==> config.mk <==
export PLATFORM = sky130hd
export DESIGN_NAME = spi_master_driver
export DESIGN_NICKNAME = d
export VERILOG_FILES = /design/src/rtl/spi_master_driver.sv
export SDC_FILE = /design/constraint.sdc
export NUM_CORES = 1
export LEC_CHECK = 0
export CORE_MARGIN = 5
export CORE_UTILIZATION = 55
export DETAILED_ROUTE_END_ITERATION = 8
export PLACE_DENSITY = 0.82
export SLEW_MARGIN = 20
export SYNTH_ARGS = -nofsm -noshare
export SYNTH_HDL_FRONTEND = slang
export SYNTH_SLANG_ARGS = --single-unit
==> constraint.sdc <==
create_clock -name clk -period 6.5 [get_ports clk]
set_input_delay 0.975 -clock clk [delete_from_list [all_inputs] [get_ports clk]]
set_output_delay 0.975 -clock clk [all_outputs]
set_load 0.02 [all_outputs]
==> src/rtl/spi_master_driver.sv <==
// SPI frame generator feeding the SPI slave: serialises 10-bit RAM commands and captures read replies.
// Optional sequence checking (op 11 requires a completed op 10 first) is enabled by SPI_MASTER_SEQ_CHK_EN.
module spi_master_driver #(
    parameter int RD_GAP      = 4,
    parameter int IDLE_CYCLES = 2
) (
    input  logic       clk,
    input  logic       rst_n,
    input  logic       cmd_valid,
    output logic       cmd_ready,
    input  logic [1:0] cmd_op,
    input  logic [7:0] cmd_data,
    output logic       rsp_valid,
    output logic [7:0] rsp_data,
    output logic       busy,
    output logic       SS_n,
    output logic       MOSI,
    input  logic       MISO,
    output logic       err_seq
);

    typedef enum logic [2:0] {
        S_IDLE,
        S_SEL,
        S_CMD,
        S_SHIFT,
        S_GAP,
        S_RECV,
        S_DONE,
        S_ERR
    } state_t;

    localparam logic [7:0] SHIFT_LAST = 8'd9;
    localparam logic [7:0] GAP_LAST   = 8'(RD_GAP - 1);
    localparam logic [7:0] RECV_LAST  = 8'd7;
    localparam logic [7:0] DONE_LAST  = 8'(IDLE_CYCLES - 1);

    state_t     state;
    state_t     state_nx;
    logic [7:0] cnt;
    logic [7:0] cnt_last;
    logic [9:0] sh;
    logic [1:0] op;
    logic [7:0] rsp_sh;
    logic [7:0] rsp_q;
    logic       rsp_vld_q;
    logic       rdy_en;
    logic       accept;
    logic       seq_bad;

    // cmd_ready stays low while reset is held and rises on the first edge after release
    assign cmd_ready = rdy_en && (state == S_IDLE);
    assign accept    = cmd_valid && cmd_ready;

`ifdef SPI_MASTER_SEQ_CHK_EN
    logic seq_flag;
    assign seq_bad = (cmd_op == 2'b11) && !seq_flag;
    assign err_seq = (state == S_ERR);
`else
    assign seq_bad = 1'b0;
    assign err_seq = 1'b0;
`endif

    always_ff @(posedge clk or negedge rst_n) begin
        if (!rst_n) begin
            state <= S_IDLE;
        end else begin
            state <= state_nx;
        end
    end

    always_comb begin
        state_nx = state;
        cnt_last = 8'd0;
        case (state)
            S_IDLE: begin
                if (accept) begin
                    state_nx = seq_bad ? S_ERR : S_SEL;
                end
            end
            S_SEL:   state_nx = S_CMD;
            S_CMD:   state_nx = S_SHIFT;
            S_SHIFT: begin
                cnt_last = SHIFT_LAST;
                if (cnt == SHIFT_LAST) begin
                    state_nx = (op == 2'b11) ? S_GAP : S_DONE;
                end
            end
            S_GAP: begin
                cnt_last = GAP_LAST;
                if (cnt == GAP_LAST) begin
                    state_nx = S_RECV;
                end
            end
            S_RECV: begin
                cnt_last = RECV_LAST;
                if (cnt == RECV_LAST) begin
                    state_nx = S_DONE;
                end
            end
            S_DONE: begin
                cnt_last = DONE_LAST;
                if (cnt == DONE_LAST) begin
                    state_nx = S_IDLE;
                end
            end
            S_ERR:   state_nx = S_IDLE;
            default: state_nx = S_IDLE;
        endcase
    end

    // One shared counter: cleared on every state change, saturating at the state's last index
    always_ff @(posedge clk or negedge rst_n) begin
        if (!rst_n) begin
            cnt       <= 8'd0;
            sh        <= 10'd0;
            op        <= 2'b00;
            rsp_sh    <= 8'd0;
            rsp_q     <= 8'd0;
            rsp_vld_q <= 1'b0;
            rdy_en    <= 1'b0;
        end else begin
            rdy_en    <= 1'b1;
            rsp_vld_q <= 1'b0;
            if (state_nx != state) begin
                cnt <= 8'd0;
            end else if (cnt != cnt_last) begin
                cnt <= cnt + 8'd1;
            end
            if (accept) begin
                sh <= {cmd_op, cmd_data};
                op <= cmd_op;
            end else if (state == S_SHIFT) begin
                sh <= {sh[8:0], 1'b0};
            end
            // The final MISO bit is folded straight into rsp_q on the edge that enters DONE
            if (state == S_RECV) begin
                rsp_sh <= {rsp_sh[6:0], MISO};
                if (cnt == RECV_LAST) begin
                    rsp_q     <= {rsp_sh[6:0], MISO};
                    rsp_vld_q <= 1'b1;
                end
            end
        end
    end

`ifdef SPI_MASTER_SEQ_CHK_EN
    always_ff @(posedge clk or negedge rst_n) begin
        if (!rst_n) begin
            seq_flag <= 1'b0;
        end else if (state == S_SHIFT && state_nx == S_DONE && op == 2'b10) begin
            seq_flag <= 1'b1;
        end else if (state == S_RECV && state_nx == S_DONE) begin
            seq_flag <= 1'b0;
        end
    end
`endif

    assign SS_n      = !(state inside {S_SEL, S_CMD, S_SHIFT, S_GAP, S_RECV});
    assign MOSI      = (state == S_CMD || state == S_SHIFT) ? sh[9] : 1'b0;
    assign busy      = (state != S_IDLE);
    assign rsp_valid = rsp_vld_q;
    assign rsp_data  = rsp_q;

endmodule

; Word level (Yosys, flattened, before mapping)
; Index checks and enable logic that the tools add are counted.
[totals]
regBits = 40
inputBits = 14
[classes]
add_sub_neg = 1
eq_ne = 14
muxes = 15
n_reduce_logical = 10
[op_table]
columns = op, n
row1 = $pmux 3 s8, 1
row2 = $mux 10, 2
row3 = $mux 8, 2
row4 = $pmux 4 s4, 1
row5 = $mux 3, 5
row6 = $eq 3x3->1 const B, 4
row7 = $add 8x1->8 const B, 1
row8 = $eq 8x1->1 const B, 1
row9 = $eq 8x2->1 const B, 1
row10 = $eq 8x3->1 const B, 1
row11 = $eq 8x4->1 const B, 1
row12 = $ne 8x8->1, 1
row13 = $eq 3x2->1 const B, 2
row14 = $reduce_bool 5->1, 1
row15 = $reduce_bool 2->1, 2
row16 = $eq 3x1->1 const B, 1
row17 = $logic_not 3->1, 1
row18 = $mux 1, 3
row19 = $ne 3x3->1, 1
row20 = $reduce_bool 3->1, 1
row21 = $eq 2x2->1 const B, 1
row22 = $logic_and 1x1->1, 2
row23 = $mux 2, 1
row24 = $reduce_and 2->1, 1
row25 = other kinds (2), 2

; Longest topological paths before layout
; Gate-level depths: netlist (run 1).
[depth]
word_depth = 7
mapped_depth = 7

; Worst setup path before layout (run 1)
; Ideal clock, no wire load.
[synth_path]
kind = input to register
from = in cmd_valid
to = reg cnt[2]
setup_ns = 0.101
t_arrival_ns = 2.101
setup_slack_ns = 4.298
cell_stages = 5
path_buffers = 1
path_cell_list = and3_1 -> buf_2 -> nor4bb_1 -> o21ai_4 -> nor4_1
[synth_via]
elab_chain_len = 5
elab_cells_between_ends = 6
cone_classes = eq/ne (1) / mux (3) / reduce/logical (2)
[synth_lines]
columns = item, line
row1 = from (decl), 9  ; input logic cmd_valid,
row2 = $logic_and 1x1->1 (*), 53  ; assign accept = cmd_valid && cmd_ready;
row3 = $mux 3 (*), 77  ; if (accept) begin
row4 = $pmux 3 s8 (*), 75  ; case (state)
row5 = $ne 3x3->1 (*), 125  ; if (state_nx != state) begin
row6 = $mux 8 or $reduce_bool 2->1 (tied branches), --
row7 = to (signal assigned), 128  ; cnt <= cnt + 8'd1;
row8 = to (decl), 40  ; logic [7:0] cnt;
; Every way passes the cells marked *; elsewhere a longest branch is shown, timed or not.
; A chain may end at the register's enable or synchronous reset.

; Final worst setup path (run 1)
[layout_path]
from = reg state[1]
to = out cmd_ready
[layout_via]
elab_chain_len = 2
[layout_lines]
columns = item, line
row1 = from (decl), 38  ; state_t state;
row2 = from (signal assigned), 68  ; state <= state_nx;
row3 = $logic_not 3->1, 52  ; assign cmd_ready = rdy_en && (state == S_IDLE);
row4 = $logic_and 1x1->1, 52
row5 = to (decl), 10  ; output logic cmd_ready,
; No other way between the ends.

==> out/metrics.yaml, run 1 <==
cp_max_fo: 17
dp_hpwl_um: 2620
yosys.area_share.simple_pct: 22.2
grt_util_met1_pct: 22.7
power.total_w: 0.000652
synth_top_family_by_area: "simple AND/OR/NAND/NOR gates"
synthMuxAreaShare_pct: 6.08
seqPwrFrac_pct: 50.1
clock_skew_ps: 12.0
synth-edff-count: 0
fp.dieW_um: 70.0
drt-pass1-iter-count: 4
port_buffers: 26
async_flop_share_pct: 100
cts.repair.resized: 0
end_kind: "output pin"
grt_use_total_pct: 16.6
yosys.area_share.xor_xnor_pct: 2.22
nNetsFinal: 248
tns_ps: 0
hold_viol_final: 0
fp.dieArea_sq_um: 4890
period_share_pct: 45.3
yosysWarnings: 0
start_util_pct: 57.9
cts.clk_slew.worst_paths_ps: 120
drt_iter0_markers: 102
slew-limit-headroom_pct: 41.8
clock_latency_ps: 340
worstPathRequired_ps: 5520
avgRoutedWirePerCell_um: 13.5
synth_fa_ha_area_share_pct: 1.27
timing_worst_setup_path_type: "flip-flop to output pin"
r2r_slack_ps: 4110
peakVddDrop_mv: 0.179
pwr-share-clk_pct: 20.7
vias_per_cell: 5.53
met3_usage_pct: 4.16
grt_overflow: 0
p_int_w: 0.000413
fmax_ghz: 0.339
syn_area_per_cell_sq_um: 9.28
r2r_start: "cnt[4]$_DFFE_PN0P_"
grt_pass1_wl_um: 6600
status: "complete, no violations"
setup_viol: 0
netlist_area_sq_um: 1980
slew_viol_final: 0
r2r_cells: 4
row_count: 21
layout_commonest_cell: "nand2_1"
n_antenna_cell: 0
grt_use_met2_pct: 25.1
synthDistinctLibCells: 39
worstSetupStartpoint: "state[1]$_DFF_PN0_"
post_cts_buffers: 0
comb_power_share_pct: 29.1
hp-class: "flip-flop to flip-flop"
r2r_end: "rsp_data[7]$_DFFE_PN0P_"
ant_nets: 0
worstSetupStartpointType: "flip-flop"
root_buffer: "clkbuf_4"
rsz0062_at_grt: "false"
grt_pass1_vias: 1423
drive_above_1_share_pct: 8.15
synth_ff_type: "dfrtp_1"
worst_pin_slew_ps: 873
route.detailed.drc: 0
busiest_layer: "met2"
switchingPower_w: 0.000239
arrival_ps: 1970
final_cell_mix: "nand2_1 (49), dfrtp_1 (40), clkdlybuf4s50_1 (25)"
clockBufferDepth: 2
cts.sinks: 40
finalWeightedCongestion: 0.834
hold_start: "sh[3]$_DFFE_PN0P_"
antenna_found_initial: 0
die_h_um: 70.0
syn-num-nets: 229
switching_share_pct: 36.6
synth_seq_area_share_pct: 50.6
htree_levels: 2
power_density_nw_per_um2: 284
wl_um: 3770
core_sq_um: 3420
maxCapViolations: 0
boundaryPins: 28
synthCells: 213
synth-seq-cells: 40
cts_tree: "built"
fin_crit_ps: 2950
numCtsBuffers: 5
syn_to_final_growth_pct: 16.0
grt_max_degree: 41
crit_end: "cmd_ready"
synth_compound_area_share_pct: 12.7
num_vias: 1542
cts_hold_buf: 0
p_leak_nw: 1.09
## Yosys cell counts, types with 3 or more instances
cell       n  area (sq um)
or4_1      3          22.5
mux2_2     8          90.1
xor2_1     3          26.3
dfrtp_1   40          1000
o21ai_0   11          55.1
nand2_1   49           184
nand3b_1   3          22.5
nor3_1     4          20.0
nand2b_1   3          18.8
mux2i_1    3          30.0
a22oi_1    7          52.6
buf_2      4          20.0
inv_1      7          26.3
a21oi_1    5          25.0
clkbuf_1   8          30.0
nor4_1     4          25.0
nor2_1    15          56.3
nand3_1    5          25.0
a211oi_1   4          30.0
## worst min path at each step
stage                       endpoint  slack [ps]  depth (start not counted)
2_1_floorplan  rsp_sh[6]$_DFFE_PN0P_         440                          2
3_3_place_gp   rsp_sh[6]$_DFFE_PN0P_         450                          2
3_5_place_dp       sh[3]$_DFFE_PN0P_         460                          2
4_1_cts            sh[3]$_DFFE_PN0P_         490                          2
5_1_grt        rsp_sh[6]$_DFFE_PN0P_         520                          2
6_report           sh[3]$_DFFE_PN0P_         490                          2
## worst max-delay path, stage by stage (launching register included)
cell	delay [ps]
dfrtp_1	560
nor3_1	310
and2_1	160
clkdlybuf4s50_1	590
## metrics by stage
| step | hold slack, ps | instances | utilization [%] | cell area (sq um) | worst slack [ps] |
|---|---|---|---|---|---|
| after floorplan | 440 | 213 | - | 1980 | 4300 |
| after global placement | 454 | 271 | 65.2 | 2230 | 3720 |
| after detailed placement | 463 | 271 | 65.2 | 2230 | 3670 |
| after CTS | 493 | 279 | 67.1 | 2290 | 3540 |
| after global routing | 521 | 279 | 67.1 | 2290 | 3430 |
| final | 493 | 279 | 67.1 | 2290 | 3550 |
## area by class of cell
cell class / count / area [sq um]
Fill cell: 283 / 1120
Sequential cell: 40 / 1000
Multi-Input combinational cell: 152 / 887
Timing Repair Buffer: 26 / 255
Tap cell: 46 / 57.6
Clock buffer: 6 / 51.3
Inverter: 7 / 26.3
Clock inverter: 2 / 15.0
## cells by family after synthesis
family	count (synthesis)
buf+inv	21
fa+ha+maj	2
mux	11
xor+xnor	5
compound gates	37
other cells	2
flops	40
simple gates	95
## power groups by stage
stage          logic [W]  clock network [W]  registers (W)
2_1_floorplan   0.000173                  0       0.000309
3_3_place_gp    0.000186                  0       0.000330
3_5_place_dp    0.000191                  0       0.000332
4_1_cts         0.000191           0.000140       0.000326
5_1_grt         0.000213           0.000151       0.000334
6_report        0.000190           0.000135       0.000327
## routing by layer
metal / vias up / share of wire [%]
met3: 4 / 4.2
met1: 733 / 47
met2: 37 / 48
met5: - / 0
li1: 768 / -
met4: 0 / 1.1
## state kept, by name, summed over array words and instances, names as in the netlist
register,count
rdy_en,1
op,2
cnt,8
sh,10
state,3
rsp_data,8
rsp_valid,1
rsp_sh,7
Power figures use the tool's default switching activity.
==> run 2, diff against run 1 <==
CORE_UTILIZATION = 48   (was 55)
PLACE_DENSITY = 0.76   (was 0.82)
clock period = 2.7 ns   (was 6.5 ns; I/O delays follow)
==> run 2 against run 1 <==
Against the previous run: routed wire length increased by 3.6%; flip-flop and latch count stayed put; clock power grew to 4.2 times the previous value; count of clock-buffer cells in the layout decreased by 1; global-route usage fell by 0.15 points; largest cell class unchanged.
==> out/metrics.yaml, run 2 (synthesis results as in run 1) <==
n_antenna_cell: 0  # unchanged
syn_to_final_growth_pct: 20.6
switching_share_pct: 31.9  # -4.7 points
wl_um: 3900  # +3.6%
setup_viol: 0  # unchanged
start_util_pct: 49.4  # -8.5 points
dp_hpwl_um: 2700  # +3.2%
rsz0062_at_grt: "false"
finalWeightedCongestion: 0.805  # -3.4%
arrival_ps: 1980  # about the same
cp_max_fo: 17  # unchanged
worst_pin_slew_ps: 841  # -31.7 ps
port_buffers: 26  # unchanged
p_int_w: 0.00124  # +200%
clock_latency_ps: 290  # -50 ps
fmax_ghz: 0.420
cts_hold_buf: 0  # unchanged
path_buf_inv: 1  # unchanged
period_share_pct: 88.2
boundaryPins: 28  # unchanged
drt_iter0_markers: 89  # -13%
worstPathRequired_ps: 2300  # -3220 ps
antenna_found_initial: 0  # unchanged
cts_tree: "built"
seqPwrFrac_pct: 43.4  # -6.7 points
grt_use_total_pct: 16.4  # -0.15 points
cp.depth: 3  # unchanged
comb_power_share_pct: 25.6  # -3.5 points
clockBufferDepth: 2  # unchanged
tns_ps: 0  # unchanged
power_density_nw_per_um2: 765  # +170%
largest_register_ffs: 10  # unchanged
grt_pass1_vias: 1557  # +9.4%
fin_crit_ps: 2380
cts.repair.resized: 0  # unchanged
r2r_start: "cnt[5]$_DFFE_PN0P_"
cp_slowest_stage_delay_ps: 590  # about the same
die_h_um: 74.2  # +6.0%
route.detailed.drc: 0  # unchanged
worstSetupStartpoint: "state[1]$_DFF_PN0_"
cts.clk_slew.worst_paths_ps: 80  # -40 ps
cts.sinks: 40  # unchanged
clock_skew_ps: 12.1  # +0.112 ps
numCtsBuffers: 5  # unchanged
switchingPower_w: 0.000581  # +140%
vias_per_cell: 5.43  # -1.7%
worstSetupStartpointType: "flip-flop"
grt_overflow: 0  # unchanged
ant_nets: 0  # unchanged
root_buffer: "clkbuf_8"
layout_commonest_cell: "nand2_1"
num_vias: 1548  # +0.39%
timing_worst_setup_path_type: "flip-flop to output pin"
pwr-share-clk_pct: 31.0  # +10 points
grt_pass1_wl_um: 7000  # +6.2%
row_count: 23  # +9.5%
peakVddDrop_mv: 0.579  # +220%
hp-class: "primary input to asynchronous set/reset pin"
status: "complete, no violations"
r2r_cells: 4  # unchanged
drive_above_1_share_pct: 8.94  # +0.78 points
final_cell_mix: "nand2_1 (49), dfrtp_1 (40), clkdlybuf4s50_1 (25)"
nNetsFinal: 251  # +1.2%
crit_chain: "nor3_1, and2_1, clkdlybuf4s50_1"
slew-limit-headroom_pct: 43.9  # +2.1 points
largest_register: "sh"
htree_levels: 2  # unchanged
post_cts_buffers: 0  # unchanged
fp.dieW_um: 74.2  # +6.0%
slowest_stage: "clkdlybuf4s50_1"
end_kind: "output pin"
drt-pass1-iter-count: 6  # +2
power.total_w: 0.00182  # +180%
slew_viol_final: 0  # unchanged
grt_max_degree: 41  # unchanged
hold_viol_final: 0  # unchanged
maxCapViolations: 0  # unchanged
p_leak_nw: 1.14  # +4.5%
core_sq_um: 4000  # +17%
fp.dieArea_sq_um: 5500  # +12%
critPathTopFamily: "buffers and inverters"
avgRoutedWirePerCell_um: 13.7  # +1.4%
## run 2: final timing paths
kind,endpoint,slack [ps]
max in group asynchronous,cnt[5]$_DFFE_PN0P_,1950
hold / removal,cnt[1]$_DFFE_PN0P_,210
setup reg to reg,rsp_data[3]$_DFFE_PN0P_,400
setup / recovery,cmd_ready,320
hold reg to reg,rsp_sh[6]$_DFFE_PN0P_,480
min in group clk,rsp_sh[6]$_DFFE_PN0P_,480
## run 2: power by group through the flow
stage / logic, W / clock network [W] / registers, W
6_report: 0.000467 / 0.000564 / 0.000792
5_1_grt: 0.000529 / 0.000606 / 0.000813
4_1_cts: 0.000473 / 0.000576 / 0.000789
3_5_place_dp: 0.000470 / 0 / 0.000801
3_3_place_gp: 0.000457 / 0 / 0.000798
2_1_floorplan: 0.000416 / 0 / 0.000743
## run 2: stage by stage
stage	util, %	instance area [sq um]	instances	setup WS (ps)	hold slack, ps
floorplan	-	1980	213	603	109
global placement	56.4	2250	278	505	454
detailed placement	56.4	2250	278	436	468
CTS	59.6	2380	285	307	250
global route	59.6	2380	285	137	292
finish	59.6	2380	285	319	205
## run 2: layer usage
metal	vias to the layer above	wire length [um]	track usage, %
met5	-	0	0
met1	729	1730	21.5
met2	49	1840	26.8
li1	768	-	-
met4	0	19	4.23
met3	2	310	5.00
## run 2: cell type report
class                      instances  area (sq um)
clock buffer                       5          68.8
clock inverter                     2          60.1
tap                               50          62.6
sequential                        40          1000
inverter                           7          26.3
fill                             351          1620
timing repair buffer              29           278
multi-input combinational        152           887
